$ cat config.mk
export PLATFORM = sky130hd
export DESIGN_NAME = hold_timer
export DESIGN_NICKNAME = d
export VERILOG_FILES = /design/src/rtl/hold_timer.sv
export SDC_FILE = /design/constraint.sdc
export NUM_CORES = 1
export LEC_CHECK = 0
export ABC_AREA = 1
export CAP_MARGIN = 20
export CORE_AREA = 2 2 39 41
export DETAILED_ROUTE_END_ITERATION = 6
export DIE_AREA = 0 0 41 43
export PLACE_DENSITY = 0.44
export SKIP_LAST_GASP = 1
export SYNTH_ARGS = -nofsm -noshare
export SYNTH_HDL_FRONTEND = slang
export SYNTH_SLANG_ARGS = --single-unit
$ cat constraint.sdc
create_clock -name clk -period 1.8 [get_ports clk]
set_input_delay 0.36 -clock clk [delete_from_list [all_inputs] [get_ports clk]]
set_output_delay 0.36 -clock clk [all_outputs]
set_load 0.01 [all_outputs]
$ cat src/rtl/hold_timer.sv
// Counts cycles while enabled and flags the last cycle of a hold period;
// wraps to zero after the last cycle so the next vector starts cleanly.
module hold_timer #(
    parameter int HOLD_CYCLES = 100
) (
    input  logic clk,
    input  logic rst,
    input  logic clr,
    input  logic en,
    output logic last
);

    localparam int CW = (HOLD_CYCLES > 1) ? $clog2(HOLD_CYCLES) : 1;
    localparam logic [CW-1:0] LAST_CNT = CW'(HOLD_CYCLES - 1);

    logic [CW-1:0] count_q, count_d;

    assign last = (count_q == LAST_CNT);

    always_comb begin
        count_d = count_q;
        if (clr) begin
            count_d = '0;
        end else if (en) begin
            count_d = last ? '0 : count_q + CW'(1);
        end
    end

    // NOTE: state flops use non-blocking assignments so every flop samples
    // the pre-edge values of its neighbours, matching real hardware.
    always_ff @(posedge clk) begin
        if (rst) begin
            count_q <= '0;
        end else begin
            count_q <= count_d;
        end
    end

endmodule

* After elaboration in Yosys (flattened, before gate mapping)
Index checks and enable logic that the tools add are counted.
Operators by class: reductions and logical operators 1, eq/ne operators 1, add/sub/neg operators 1, multiplexer cells 1
Operators by type and width (count):
- $add A7 B1 Y7 const B | 1
- $eq A7 B7 Y1 const B | 1
- $mux W7 | 1
- $reduce_or A2 Y1 | 1
Word-level totals: logic and storage cells 5, input bits 4, register bits after elaboration 7

* Logic depth before layout (Yosys ltp)
Gate-level depths: netlist of run 1.
word-level depth 2, gate-level depth with buffers 7, gate-level depth less buffers 7

* Least setup slack after synthesis of run 1
Ideal clock, no wire load.
kind register -> output, start register count_q[0], end output port last, slack 0.644 ns, buffers on the path 0, arrival 0.796 ns, data required time 1.440 ns, cell stages (with the launch flop) 5, cells stage by stage dfxtp_1 > ha_1 > nand2_1 > inv_1 > and3_1
Between the ends: longest elaborated chain between the ends 1
Ends and longest elaborated chain:
- from (decl) | RTL line 16 | logic [CW-1:0] count_q, count_d;
- from (signal assigned) | RTL line 35 | count_q <= count_d;
- $eq A7 B7 Y1 | RTL line 18 | assign last = (count_q == LAST_CNT);
- to (decl) | RTL line 10 | output logic last
Every way passes these cells.

* Worst setup path in the final report of run 1
Same ends and word-level chain as after synthesis.

==> qor.yml, run 1 <==
sta:
  worst-slew-pin-transition_ns: 0.215
  setup_viol: 0
  setup_ws_ns: 0.109
  maxSlewViolCount: 0
  fmax_mhz: 592
  rsz0062_at_grt: "no"
  finalCritPeriodShare_pct: 93.9
  setup_tns_ns: 0
  finClkSkew_ns: 0.00344
  period_minus_slack_ns: 1.69
  hold_viol: 0
  relSlewSlack_pct: 85.6
  whs_ns: 0.545
power_and_ir_drop:
  power.density_nw_per_um2: 732
  cellLeakagePower_nw: 0.197
  max-vdd-ir-drop_v: 0.000281
  finalPower_mw: 0.325
yosys:
  yosysTopAreaCell: "dfxtp_1"
  yosys_warnings: 0
  ys_dominant_reg_cell: "dfxtp_1"
  synth.most_common_cell: "nand2_1"
  ys_types: 13
  async_flop_share_pct: 0
  synth_area_leaders: "dfxtp_1 (39%), nand2_1 (16%), nor2_1 (14%)"
  syn_avg_cell_area_um2: 6.65
  synth-seq-cells: 7
  syn_inst: 54
  syn_area_um2: 359
  synth_edf_count: 0
  ys_top_cells_by_count: "nand2_1 (15), nor2_1 (13), inv_1 (8), dfxtp_1 (7)"
  ys_seq_area_share_pct: 39.0
  mappedNetlistNets: 59
  synth_top_area_share_pct: 39.0
grt:
  grt_overflow: 0
  antenna_found_initial: 0
  grt_max_degree: 6
  grt_pass1_wl_um: 1200
  grt_pass1_vias: 308
  grt_usage_pct: 11.4
run_status:
  status: "completed"
final_layout:
  final_util_pct: 32.1
  layout-drive-gt1-share_pct: 8.06
  reg.largest.list: "count_q (7)"
  fill_cells: 157
  diodes: 0
  area_growth_syn_to_layout_pct: 23.7
  nets: 68
  regMostFlops: "count_q"
  largest_reg_flops: 7
drt:
  wl_per_cell_um: 8.44
  route.detailed.drc: 0
  drt-initial-drc-count: 11
  vias_per_cell: 4.09
  wl_um: 658
  detail_route.first_pass.iterations: 4
  ant_nets: 0
  via_count: 319
setup_path:
  cp_max_fo: 3
  crit_type: "reg -> out"
  startpoint: "count_q[0]"
  cp-endpoint: "last"
  slowest_stage: "dfxtp_1"
  crit_chain: "ha_1 > nand2_1 > inv_1 > and3_1 > dlygate4sd2_1"
  r2r_cells: 6
  critPathBufInv: 2
  critical_path.top_delay_family: "flip-flops"
  crit_required_ns: 1.44
  cp-end-kind: "output pin"
  start_kind: "register"
  cp.depth: 5
  worst_path_largest_cell_delay_ns: 0.32
  arrival_ns: 1.33
  r2r_slack_ns: 0.71
  r2r-end: "count_q[5]"
  regToRegStartpoint: "count_q[0]"
clock_tree:
  cts_tree: "yes"
  cts_setup_buffers: 0
  clk_pin_slew_ns: 0.05
  ctsResizeCount: 1
  cts_sinks: 7
  clk_latency_ns: 0.26
  cts_buffer_depth: 2
  cts-buffers-inserted: 3
  ctsHoldBuffers: 0
  cts_root_buf: "clkbuf_4"
  h-tree-depth: 1
placed_design:
  post-place-ws_ns: 0.122
  place_congestion: 0.648
  place.port_buffers: 4
  place_hpwl_um: 496
min_path:
  whs_path_depth: 2
  min_path_type: "reg -> reg"
job:
  maxCapViolations: 0
floorplan:
  die_y_um: 43
  start_util_pct: 25.9
  core_um2: 1380
  num_rows: 14
  die_w_um: 41
  dieArea_um2: 1760
  ios: 5
## cells by family (layout without fill, tap and decap cells)
| kind of cell | count (synthesis) | count (layout) | synth area share, % |
|---|---|---|---|
| xor+xnor | 3 | 3 | 7.32 |
| fa+ha+maj | 1 | 1 | 3.48 |
| buf+inv | 8 | 16 | 8.36 |
| flops | 7 | 7 | 39.0 |
| mux | 1 | 1 | 2.79 |
| simple gates | 34 | 34 | 39.0 |
## routing by layer
layer	global-route usage [%]	routed length (um)	part of all wire, %	up-vias
met5	0	0	0	-
met4	14.0	44	6.7	0
met3	4.71	33	5.0	5
met2	12.5	257	39	6
met1	13.9	323	49	130
li1	-	-	-	178
## power breakdown
group          internal, mW  leakage [nW]  total [mW]  switching [mW]
clock                0.0851        0.0150       0.150          0.0650
combinational       0.00904         0.125      0.0174         0.00839
sequential            0.157        0.0566       0.158         0.00112
## worst reg2reg max path: stages, from the launching register on
cell	delay, ns
dfxtp_1	0.35
ha_1	0.19
nand2_1	0.06
inv_1	0.06
nand4_1	0.08
nand2_1	0.17
nor2_1	0.07
## worst min-delay path by stage
stage | start | endpoint | slack (ns)
CTS | count_q[6] | count_q[6] | 0.55
global placement | count_q[1] | count_q[1] | 0.52
floorplan | count_q[1] | count_q[1] | 0.50
finish | count_q[1] | count_q[1] | 0.55
global route | count_q[6] | count_q[6] | 0.58
detailed placement | count_q[6] | count_q[6] | 0.54
## layout make-up
| class | count | area (um^2) | area share [%] |
|---|---|---|---|
| timing repair buffer | 4 | 38.8 | 8.73 |
| tap | 16 | 20.0 | 4.51 |
| clock buffer | 4 | 26.3 | 5.92 |
| multi-input combinational | 39 | 189 | 42.5 |
| inverter | 8 | 30.0 | 6.76 |
| sequential | 7 | 140 | 31.5 |
## metrics by stage
stage | std cells | instance area (um^2)
floorplan | 54 | 359
global placement | 74 | 419
detailed placement | 74 | 419
CTS | 78 | 444
global route | 78 | 444
finish | 78 | 444
## layout by cell type, fill, tap and decap left out
cell,instances
and3_1,1
clkbuf_1,1
clkbuf_4,3
clkdlybuf4s50_1,3
dfxtp_1,7
dlygate4sd2_1,1
ha_1,1
inv_1,8
mux2i_1,1
nand2_1,15
nand2_2,1
nand3_1,2
nand4_1,1
nor2_1,13
nor2_2,1
xnor2_1,2
xor2_1,1
Note: power is estimated with default switching activity, not from simulation.
==> run 2: changes to the inputs <==
--- a/config.mk
+++ b/config.mk
@@ -11,6 +11,7 @@
 export DETAILED_ROUTE_END_ITERATION = 6
 export DIE_AREA = 0 0 41 43
 export PLACE_DENSITY = 0.44
+export REMOVE_ABC_BUFFERS = 1
 export SKIP_LAST_GASP = 1
 export SYNTH_ARGS = -nofsm -noshare
 export SYNTH_HDL_FRONTEND = slang
==> results of run 2 <==
Same layout as run 1: the final DEF is identical, and so are final timing and power.
==> patch 1 (config.mk and constraints of run 2) <==
`HOLD_CYCLES`: 100 -> 200.
--- a/src/rtl/hold_timer.sv
+++ b/src/rtl/hold_timer.sv
@@ -1,7 +1,7 @@
 // Counts cycles while enabled and flags the last cycle of a hold period;
 // wraps to zero after the last cycle so the next vector starts cleanly.
 module hold_timer #(
-    parameter int HOLD_CYCLES = 100
+    parameter int HOLD_CYCLES = 200
 ) (
     input  logic clk,
     input  logic rst,
Check against the original RTL: no difference found for any inputs over 10 cycles, from zero or initial values; that may be too few to reach the edited logic, so the function may still have changed.
==> patch 1 against run 2 <==
Hold slack got worse by 7.0 ps; sequential cell count grew 1; total power up 4.7%; worst setup slack better by 66 ps; count of clock-buffer cells in the layout fell by 1; final cell count rose by 13%; design area rose by 20%; area after synthesis rose by 24%; routed wire length grew 24%; synthesized cell count is 17% higher; critical path type unchanged; highest routed layer unchanged.
==> patch 1: results (changes against run 2) <==
number of global-route vias before repair 377 (+22%); Regs by FF count count_q: 8 flops; 1st-pass router iterations 2 (-2); wire per inst 9.27 um (+9.9%); GP Congestion 0.709 (+9.4%); met3 usage 3.14% (-1.6 points); met2 wire len 417 um (+62%); RR Endpoint count_q[6]; met1 WL 377 um (+17%); Slew HR 76.7% (-8.9 points); switching power 0.0731 mW (-1.9%); status completed; routed vias 387 (+21%); Leak 0.215 nW (+8.9%); post-synthesis sequential area ratio 36.0% (-3.1 points); DP Area 517 um2 (+23%); Post-Syn Instances 63 (+17%); global-route wire length before repair 1570 um (+31%); skew final 0.362 ps (-3.07 ps); R2R cell count 7 (+1); maximum clock frequency 616 MHz (+4.1%); met1 Track Usage GR 16.9% (+3.0 points); cell count after placement 85 (+15%); peak supply drop 0.000284 V (+1.1%); Vias/cell 4.40 (+7.5%)
[patch 1: changes by cell type in the layout (fill, tap and decap cells not counted), moves of 2 or more]
cell and delta:
buf_4 +3, nand3_1 +3, nor2_1 -3, nand2_2 +2, nor2_4 +2
[patch 1: kinds of logic (layout without fill, tap and decap cells)]
group | after synthesis | in the layout | synth area share, %
xor+xnor | 2 | 2 | 3.93
mux | 1 | 1 | 2.25
buf+inv | 9 | 18 | 9.27
compound gates | 1 | 1 | 1.12
fa+ha+maj | 1 | 1 | 2.81
flops | 8 | 8 | 36.0
simple gates | 41 | 41 | 44.7
[patch 1: critical path, cell delays in order, from the launching register on]
cell	delay, ps
dfxtp_1	340
ha_1	180
nand2_1	70
nor4_1	250
clkbuf_2	170
[patch 1: cell type report]
type                    instances  share of cell area [%]
repair buffers                  7                    10.8
clock buffers                   3                    4.22
multi-input cells              46                    45.7
well taps                      16                    3.75
inverters                       8                    5.62
flip-flops and latches          8                    30.0
==> patch 2 (config.mk and constraints of run 2) <==
Made on the original files. Reset style: asynchronous (`rst`), changed in one clocked block.
--- a/src/rtl/hold_timer.sv
+++ b/src/rtl/hold_timer.sv
@@ -28,7 +28,7 @@
 
     // NOTE: state flops use non-blocking assignments so every flop samples
     // the pre-edge values of its neighbours, matching real hardware.
-    always_ff @(posedge clk) begin
+    always_ff @(posedge clk or posedge rst) begin
         if (rst) begin
             count_q <= '0;
         end else begin
Formal check against the unedited RTL: same outputs for any inputs over 10 cycles, from zero or initial values and one cycle with rst high; that may be too few to reach the edited logic, so the function may still have changed.
==> patch 2 against run 2 <==
Via count increased by 14%; global-route usage rose by 1.5 points; design area increased by 22%; routed wire length increased by 20%; sequential cell count is the same; area after synthesis up 22%; register-to-register slack got worse by 90 ps; worst setup slack better by 28 ps.
Power is not compared: it rests on default switching activity, and its combinational part moved more than twofold at a synthesized area within 25%.
==> patch 2: results (changes against run 2) <==
Reg2Reg Setup Slack 620 ps (-90 ps); Post-DP HPWL 661 um (+33%); Finished Layout Cells 88 (+13%); Arr. time, crit path 1300 ps (-30 ps); Synth Area in Compound Gates 1.15% (+1.1 points); R2R cell count 5 (-1); Commonest cells post-synth nand2_1 (17), nor2_1 (11), dfrtp_1 (7), inv_1 (6), nand3_1 (5); met1 WL 394 um (+22%); cell count after placement 84 (+14%); met2 wire len 344 um (+34%); Netlist cell types 14 (+1); skew final 4.31 ps (+0.876 ps); GP Congestion 0.734 (+13%); routed vias 364 (+14%); RR Startpoint count_q[1]; multi-input combinational cell area 226 um2 (+20%); Nets 78 (+15%); global-route wire length before repair 1430 um (+19%); status completed; RR Endpoint count_q[4]; Avg Synthesized Cell Area 7.04 um2 (+5.9%); post-synthesis sequential area ratio 40.1% (+1.1 points); met3 WL 34 um (+3.0%); Place WS 119 ps (-2.33 ps); Iteration-0 DRC Markers 4 (-7); Area contributors post-synth dfrtp_1 (40%), nand2_1 (15%), nor2_1 (9.5%); fill count 155 (-1.3%); Worst-Margin Slew 258 ps (+43.0 ps); All-Layer GR Usage 12.9% (+1.5 points); min-delay worst type input pin to asynchronous set/reset pin; DP Area 512 um2 (+22%); post-synthesis mux area share 0% (-2.8 points); largest net degree at the start of global routing 8 (+2); CTS resizes 2 (+1)
==> patch 2: worst max path at each step <==
| stage | end | slack [ps] | cells after the start |
|---|---|---|---|
| 2_1_floorplan | last | 650 | 3 |
| 3_3_place_gp | last | 130 | 4 |
| 3_5_place_dp | last | 120 | 4 |
| 4_1_cts | last | 120 | 4 |
| 5_1_grt | last | 30 | 4 |
| 6_report | last | 140 | 4 |
==> patch 2: critical path: stages (launching register included) <==
cell and delay [ps]:
dfrtp_1 380, ha_2 220, nand2_1 70, nor2_2 110, dlygate4sd2_1 270
==> patch 2: cell type report <==
| cell class | instances | share of cell area, % |
|---|---|---|
| sequential | 7 | 32.4 |
| clock inverter | 1 | 0.926 |
| inverter | 10 | 6.94 |
| tap | 16 | 3.70 |
| timing repair buffer | 6 | 9.95 |
| multi-input combinational | 45 | 41.9 |
| clock buffer | 3 | 4.17 |
==> patch 2: layer usage <==
layer	GRT usage [%]	vias up
met3	4.71	2
met1	16.3	149
li1	-	206
met5	0	-
met4	12.0	0
met2	15.9	7
